==> src/rtl/mem_port_arbiter.sv <==
// Shares one single-port memory between instruction fetch (read-only) and data (read/write).
// Build option: define MEM_ARB_RR_EN for round-robin tie-breaking; otherwise data always wins ties.
module mem_port_arbiter #(
    parameter int ADDR_W  = 32,
    parameter int DATA_W  = 32,
    parameter int TIMEOUT = 64
) (
    input  logic              clk,
    input  logic              reset,
    input  logic              if_req,
    input  logic [ADDR_W-1:0] if_addr,
    output logic [DATA_W-1:0] if_rdata,
    output logic              if_ready,
    input  logic              d_req,
    input  logic              d_we,
    input  logic [ADDR_W-1:0] d_addr,
    input  logic [DATA_W-1:0] d_wdata,
    output logic [DATA_W-1:0] d_rdata,
    output logic              d_ready,
    output logic              mem_en,
    output logic              mem_we,
    output logic [ADDR_W-1:0] mem_addr,
    output logic [DATA_W-1:0] mem_wdata,
    input  logic [DATA_W-1:0] mem_rdata,
    input  logic              mem_ack,
    output logic              timeout_err
);

    localparam int CNT_W = (TIMEOUT > 1) ? $clog2(TIMEOUT) : 1;
    localparam logic [CNT_W-1:0]  CNT_LAST = CNT_W'(TIMEOUT - 1);
    localparam logic [DATA_W-1:0] ERR_DATA = DATA_W'(32'hDEADBEEF);

    typedef enum logic [1:0] {
        ST_IDLE,
        ST_ACCESS,
        ST_DONE
    } state_e;

    typedef enum logic {
        OWN_IF,
        OWN_D
    } owner_e;

    state_e            state_q, state_d;
    owner_e            owner_q, owner_d;
    owner_e            last_grant_q, last_grant_d;
    logic [CNT_W-1:0]  cnt_q, cnt_d;

    logic              mem_en_q, mem_en_d;
    logic              mem_we_q, mem_we_d;
    logic [ADDR_W-1:0] mem_addr_q, mem_addr_d;
    logic [DATA_W-1:0] mem_wdata_q, mem_wdata_d;
    logic [DATA_W-1:0] if_rdata_q, if_rdata_d;
    logic              if_ready_q, if_ready_d;
    logic [DATA_W-1:0] d_rdata_q, d_rdata_d;
    logic              d_ready_q, d_ready_d;
    logic              timeout_err_q, timeout_err_d;

    logic              pick_data;
    logic [DATA_W-1:0] finish_data;

    // Which requester wins when the arbiter is free; only meaningful if some request is pending.
    always_comb begin
        pick_data = d_req;
`ifdef MEM_ARB_RR_EN
        if (d_req && if_req) begin
            pick_data = (last_grant_q == OWN_IF);
        end
`endif
    end

    // NOTE: every variable gets a default before the case so no path leaves it unassigned (no latches).
    always_comb begin
        state_d       = state_q;
        owner_d       = owner_q;
        last_grant_d  = last_grant_q;
        cnt_d         = cnt_q;
        mem_en_d      = mem_en_q;
        mem_we_d      = mem_we_q;
        mem_addr_d    = mem_addr_q;
        mem_wdata_d   = mem_wdata_q;
        if_rdata_d    = if_rdata_q;
        d_rdata_d     = d_rdata_q;
        if_ready_d    = 1'b0;
        d_ready_d     = 1'b0;
        timeout_err_d = 1'b0;
        finish_data   = '0;

        unique case (state_q)
            ST_IDLE: begin
                if (d_req || if_req) begin
                    state_d  = ST_ACCESS;
                    mem_en_d = 1'b1;
                    cnt_d    = '0;
                    if (pick_data) begin
                        owner_d      = OWN_D;
                        last_grant_d = OWN_D;
                        mem_we_d     = d_we;
                        mem_addr_d   = d_addr;
                        mem_wdata_d  = d_wdata;
                    end else begin
                        owner_d      = OWN_IF;
                        last_grant_d = OWN_IF;
                        mem_we_d     = 1'b0;
                        mem_addr_d   = if_addr;
                        mem_wdata_d  = '0;
                    end
                end
            end

            ST_ACCESS: begin
                // An ack on the final allowed cycle still completes normally.
                if (mem_ack || (cnt_q == CNT_LAST)) begin
                    state_d  = ST_DONE;
                    mem_en_d = 1'b0;
                    if (mem_ack) begin
                        finish_data = mem_we_q ? '0 : mem_rdata;
                    end else begin
                        finish_data   = ERR_DATA;
                        timeout_err_d = 1'b1;
                    end
                    if (owner_q == OWN_D) begin
                        d_ready_d = 1'b1;
                        d_rdata_d = finish_data;
                    end else begin
                        if_ready_d = 1'b1;
                        if_rdata_d = finish_data;
                    end
                end else begin
                    cnt_d = cnt_q + 1'b1;
                end
            end

            ST_DONE: begin
                state_d = ST_IDLE;
            end

            default: begin
                state_d = ST_IDLE;
            end
        endcase
    end

    // NOTE: state is updated with non-blocking assignments so every register samples pre-edge values.
    always_ff @(posedge clk) begin
        if (reset) begin
            state_q       <= ST_IDLE;
            owner_q       <= OWN_IF;
            last_grant_q  <= OWN_IF;
            cnt_q         <= '0;
            mem_en_q      <= 1'b0;
            mem_we_q      <= 1'b0;
            mem_addr_q    <= '0;
            mem_wdata_q   <= '0;
            if_rdata_q    <= '0;
            if_ready_q    <= 1'b0;
            d_rdata_q     <= '0;
            d_ready_q     <= 1'b0;
            timeout_err_q <= 1'b0;
        end else begin
            state_q       <= state_d;
            owner_q       <= owner_d;
            last_grant_q  <= last_grant_d;
            cnt_q         <= cnt_d;
            mem_en_q      <= mem_en_d;
            mem_we_q      <= mem_we_d;
            mem_addr_q    <= mem_addr_d;
            mem_wdata_q   <= mem_wdata_d;
            if_rdata_q    <= if_rdata_d;
            if_ready_q    <= if_ready_d;
            d_rdata_q     <= d_rdata_d;
            d_ready_q     <= d_ready_d;
            timeout_err_q <= timeout_err_d;
        end
    end

    assign mem_en      = mem_en_q;
    assign mem_we      = mem_we_q;
    assign mem_addr    = mem_addr_q;
    assign mem_wdata   = mem_wdata_q;
    assign if_rdata    = if_rdata_q;
    assign if_ready    = if_ready_q;
    assign d_rdata     = d_rdata_q;
    assign d_ready     = d_ready_q;
    assign timeout_err = timeout_err_q;

endmodule

==> config.mk <==
export PLATFORM = sky130hd
export DESIGN_NAME = mem_port_arbiter
export DESIGN_NICKNAME = d
export VERILOG_FILES = /design/src/rtl/mem_port_arbiter.sv
export SDC_FILE = /design/constraint.sdc
export NUM_CORES = 1
export LEC_CHECK = 0
export CAP_MARGIN = 20
export CORE_UTILIZATION = 44
export DETAILED_ROUTE_END_ITERATION = 12
export GPL_ROUTABILITY_DRIVEN = 0
export PLACE_DENSITY = 0.91
export SLEW_MARGIN = 20
export SYNTH_ARGS = -nofsm -noshare
export SYNTH_HDL_FRONTEND = slang
export SYNTH_SLANG_ARGS = --single-unit
==> constraint.sdc <==
create_clock -name clk -period 4.21 [get_ports clk]
set_input_delay 0.842 -clock clk [delete_from_list [all_inputs] [get_ports clk]]
set_output_delay 0.842 -clock clk [all_outputs]
set_load 0.005 [all_outputs]
==> results of run 1 <==
## final cells by class
type,count,area (um^2),area share [%]
timing repair buffer,272,2708,30.57
clock buffer,19,452.9,5.114
sequential,142,2843,32.09
clock inverter,13,234.0,2.642
multi-input combinational,384,2410,27.21
tap,168,210.2,2.373
## tightest hold or removal path, cell delays in order (launching register included)
cell and delay, ns:
dfxtp_1 0.31, nand2_1 0.05, a21oi_1 0.05
## worst max path at each step
| stage | end | slack (ns) | depth (start not counted) |
|---|---|---|---|
| after floorplan | cnt_q[5] | 2.11 | 5 |
| after global placement | mem_addr[19] | 1.48 | 5 |
| after detailed placement | mem_addr[25] | 1.30 | 5 |
| after CTS | mem_addr[25] | 1.75 | 5 |
| after global routing | d_rdata[15] | 1.54 | 5 |
| final | d_rdata[15] | 1.72 | 5 |
## cell families (layout without fill, tap and decap cells)
family,after synthesis,count (layout)
fa+ha+maj,1,1
simple gates,200,200
buf+inv,58,304
compound gates,143,143
mux,40,40
flops,142,142
## metal layers
layer,vias to the layer above,part of all wire (%)
li1,2581,-
met1,2495,38
met2,275,51
met3,31,8.3
met4,0,2.5
met5,-,0
## cell usage after synthesis, drive strengths merged
master and instances:
and4b 1, a211oi 32, a22oi 33, clkbuf 32, or3 1, and4 1, nor4bb 2, nor2 124
nor3b 1, ha 1, nand3 6, nor2b 4, nand4b 1, nand2 20, a21oi 18, and2 9
o21a 1, mux2i 40, nand2b 25, buf 26, or3b 1, nor3 3, dfxtp 142, o31ai 1
o21ai 3, a31oi 2, a21o 2, a41o 1, o311ai 1, a311oi 48, o211ai 1, or4 1
## report_power, final
part	internal [mW]	switching, mW
sequential	1.43	0.0489
clock	1.15	0.579
combinational	0.337	0.252
## per-stage QoR
stage          cells  setup slack, ns  hold slack, ns  cell area [um^2]
2_1_floorplan    584            2.111          0.4527              5507
3_3_place_gp     966            1.478          0.4433              8163
3_5_place_dp     966            1.301          0.4503              8163
4_1_cts          998            1.747          0.4614              8850
5_1_grt          998            1.539          0.4768              8857
6_report         998            1.721          0.4610              8857
## flip-flops by register name, summed over array words and instances, names as in the netlist
register / count
cnt_q: 6
d_rdata: 32
d_ready: 1
if_rdata: 32
if_ready: 1
mem_addr: 32
mem_en: 1
mem_wdata: 32
mem_we: 1
owner_q: 1
state_q: 2
timeout_err: 1
==> results.toml, run 1 <==
[routing]
vias_per_cell = 5.393
vias = 5382
wl_per_cell_um = 16.60
wirelength_um = 16560
drc = 0
drtIter0Drc = 465
drtPass1Iterations = 5
ant_nets = 0

[worst_setup_path]
critical_path.max_stage_delay_ns = 0.93
cp_top_family = "compound AO/OA/AOI/OAI gates"
ff2ff_setup_slack_ns = 1.72
arrival_ns = 2.80
r2r-start = "cnt_q[0]"
end_kind = "register"
path_class = "reg -> reg"
crit_buf_inv = 0
r2r_end = "d_rdata[15]"
slowest_stage = "a41o_2"
worstPathMaxFanout = 57
rr_worst_depth = 5
crit_path_start = "cnt_q[0]"
startpoint_type = "register"
crit_chain = "ha_1, and4_1, a41o_2, nor2_1, a311oi_1"
cp.required_ns = 4.52

[synth]
yosysTopAreaCell = "dfxtp_1"
yosys_warnings = 0
avgSynthCellArea_um2 = 9.429
netlist_top_cells_area = "dfxtp_1, nor2_1, a311oi_1, mux2i_1, a22oi_1"
synth_area_um2 = 5507
ys_ff_latch = 142
synthSimpleGateAreaFrac_pct = 16.36
synth_top_area_share_pct = 51.62
synth.mux.area_fraction_pct = 7.271
synth_compound_area_share_pct = 19.65
synthXorXnorAreaFrac_pct = 0
syn_nets = 719
synthAdderAreaFrac_pct = 0.2272
synth.distinct_cells = 36
syn_inst = 584
synth_top_family_by_area = "compound AO/OA/AOI/OAI gates"
yosysSeqAreaShare_pct = 51.62

[power]
ir_drop_mv = 0.2263
power_mw = 3.794
p_per_area_nw_per_um2 = 428.4
p_leak_nw = 3.260

[clocking]
post_cts.repair.setup_buffers = 0
clkSlewWorstSetupHoldPaths_ns = 0.06
cts_buffer_depth = 2
cts_resized = 0
insertion_delay_ns = 0.42
htreeDepth = 4
numCtsBuffers = 17
clock-sinks = 142
clock-root-buffer = "clkbuf_16"
ctsHoldBuffers = 0
cts_tree = "built"

[sta]
finalCriticalPeriod_ns = 2.489
setup_viol = 0
period_share_pct = 59.11
slew_headroom_pct = 31.43
final-hold-violation-count = 0
max_freq_mhz = 401.8
tns_ns = 0
worstMarginPinSlew_ns = 1.028
clock_skew_ns = 0.005905
slew_violations = 0
rsz0062_at_grt = "false"

[floorplanning]
die_w_um = 113.9
die_h_um = 113.9
initial_core_util_pct = 45.46
ios = 267
die-area_um2 = 12970
core_um2 = 12110
num_rows = 40

[global_route]
grt_use_total_pct = 25.09
met3_usage_pct = 7.120
gr-max-usage-layer = "met2"
use_met2_pct = 45.04
grt_max_degree = 90
grt_pass1_vias = 5124
grtUsageMet1_pct = 27.66
gr-total-overflow = 0
grt_pass1_wl_um = 25430
grt_antenna_before_repair = 0

[worst_hold_path]
whs_path_depth = 2
hold_start = "if_rdata[17]"
min_to = "if_rdata[17]"
hp-class = "reg -> reg"

[cells_and_area]
final_cell_mix = "clkdlybuf4s50_1, dfxtp_1, nor2_1, a311oi_1, mux2i_1"
final_core_util_pct = 73.13
final_nets = 952
final_common_cell = "clkdlybuf4s50_1"
nFillCells = 846
area_growth_syn_to_layout_pct = 60.85
antenna_cells = 0
drive_gt1_share_pct = 5.422

[place]
hpwl_um = 11470
portBuffers = 266

[flow_run]
maxCapViolCount = 0

[status]
status = "finished, final reports clean"
Power figures use the tool's default switching activity.
==> run 2, diff against run 1 <==
--- a/config.mk
+++ b/config.mk
@@ -6,10 +6,10 @@
 export NUM_CORES = 1
 export LEC_CHECK = 0
 export CAP_MARGIN = 20
-export CORE_UTILIZATION = 44
+export CORE_UTILIZATION = 41
 export DETAILED_ROUTE_END_ITERATION = 12
 export GPL_ROUTABILITY_DRIVEN = 0
-export PLACE_DENSITY = 0.91
+export PLACE_DENSITY = 0.86
 export SLEW_MARGIN = 20
 export SYNTH_ARGS = -nofsm -noshare
 export SYNTH_HDL_FRONTEND = slang
==> constraint.sdc (replaced) <==
create_clock -name clk -period 2.5 [get_ports clk]
set_input_delay 0.5 -clock clk [delete_from_list [all_inputs] [get_ports clk]]
set_output_delay 0.5 -clock clk [all_outputs]
set_load 0.005 [all_outputs]
==> results.toml, run 2 (synthesis results as in run 1) <==
[worst_setup_path]
startpoint_type = "register"
cp.required_ns = 2.81
path_class = "reg -> reg"
ff2ff_setup_slack_ns = 0.51
end_kind = "register"
crit_path_start = "cnt_q[0]"
endpoint = "d_rdata[18]"
worstPathMaxFanout = 50
r2r-start = "cnt_q[0]"
rr_worst_depth = 6
arrival_ns = 2.30
r2r_end = "d_rdata[18]"

[floorplanning]
initial_core_util_pct = 42.77
num_rows = 41
die_h_um = 117.9
core_um2 = 12880
ios = 267
die-area_um2 = 13900
die_w_um = 117.9

[power]
power.share.clock_pct = 44.0
p_leak_nw = 3.276
internal_power_mw = 4.778
power_switching_mw = 1.465
pwr-share-seq_pct = 39.9
switching_share_pct = 23.46
combPwrFrac_pct = 16.1
ir_drop_mv = 0.3693
p_per_area_nw_per_um2 = 699.3
power_mw = 6.242

[routing]
vias = 5274
vias_per_cell = 5.227
ant_nets = 0
wirelength_um = 16130
drc = 0
drtPass1Iterations = 6
wl_per_cell_um = 15.99
drtIter0Drc = 337

[sta]
slew_violations = 0
rsz0062_at_grt = "false"
clock_skew_ns = 0.006369
slew_headroom_pct = 58.07
period_share_pct = 79.53
finalCriticalPeriod_ns = 1.988
setup_viol = 0
setup_slack_ns = 0.5119
max_freq_mhz = 503.0
worstMarginPinSlew_ns = 0.6289
final-hold-violation-count = 0
tns_ns = 0

[clocking]
cts_buffer_depth = 2
clkSlewWorstSetupHoldPaths_ns = 0.06
post_cts.repair.setup_buffers = 0
insertion_delay_ns = 0.41
clock-root-buffer = "clkbuf_16"
numCtsBuffers = 17
cts_tree = "built"
cts_resized = 0
clock-sinks = 142
htreeDepth = 4
ctsHoldBuffers = 0

[cells_and_area]
drive_gt1_share_pct = 6.220
final_area_um2 = 8926
area_growth_syn_to_layout_pct = 62.10
nFillCells = 934
final_common_cell = "clkdlybuf4s50_1"
final_nets = 958
final_cell_mix = "clkdlybuf4s50_1, dfxtp_1, nor2_1, a311oi_1, mux2i_1"

[global_route]
grt_antenna_before_repair = 1
grt_pass1_vias = 5168
grt_max_degree = 65
grt_use_total_pct = 23.19
gr-total-overflow = 0
grt_pass1_wl_um = 25730

[status]
status = "finished, final reports clean"

[place]
portBuffers = 266
preCtsSetupSlack_ns = 0.4641
placed_cell_area_um2 = 8264
hpwl_um = 11390

[flow_run]
maxCapViolCount = 0

[worst_hold_path]
hp-class = "reg -> reg"
## run 2: metal layers
layer  vias to the layer above  global-route usage [%]  wire length, um
met5                         -                       0                0
met3                        28                   6.734             1087
met4                         0                   9.455              354
li1                       2593                       -                -
met2                       226                   40.11             8006
met1                      2427                   26.65             6684
## run 2: power groups by stage
| stage | clock, mW | combinational [mW] | sequential [mW] |
|---|---|---|---|
| after floorplan | 0 | 0.402 | 2.54 |
| after detailed placement | 0 | 0.999 | 2.54 |
| final | 2.75 | 1.00 | 2.49 |
| after CTS | 2.79 | 1.01 | 2.49 |
| after global routing | 2.89 | 1.08 | 2.51 |
| after global placement | 0 | 0.972 | 2.53 |
## run 2: per-stage QoR
step | cells | hold WS [ns] | util [%]
floorplan | 584 | 0.4527 | -
global placement | 976 | 0.4444 | 64.18
detailed placement | 976 | 0.4516 | 64.18
CTS | 1008 | 0.4599 | 69.29
global route | 1009 | 0.4784 | 69.32
finish | 1009 | 0.4594 | 69.32
## run 2: worst max-delay path, cell delays in order, from the launching register on
cell and delay [ns]:
dfxtp_1 0.39, ha_1 0.24, and4_1 0.24, a41o_2 0.38
buf_12 0.26, nor2_1 0.06, a311oi_1 0.27
## run 2: worst min-delay path by stage
stage               slack (ns)            to  depth (start not counted)          from
floorplan                 0.45  if_rdata[14]                          2  if_rdata[14]
global placement          0.44  if_rdata[14]                          2  if_rdata[14]
detailed placement        0.45   if_rdata[8]                          2   if_rdata[8]
CTS                       0.46   if_rdata[8]                          2   if_rdata[8]
global route              0.48  if_rdata[29]                          2  if_rdata[29]
finish                    0.46   if_rdata[8]                          2   if_rdata[8]
## run 2: layout make-up
class / instances / area [um^2] / area share [%]
Clock inverter: 11 / 177.7 / 1.990
Tap cell: 172 / 215.2 / 2.411
Timing Repair Buffer: 278 / 2803 / 31.40
Sequential cell: 142 / 2843 / 31.85
Clock buffer: 21 / 480.5 / 5.383
Multi-Input combinational cell: 384 / 2405 / 26.94
Antenna cell: 1 / 2.502 / 0.02803
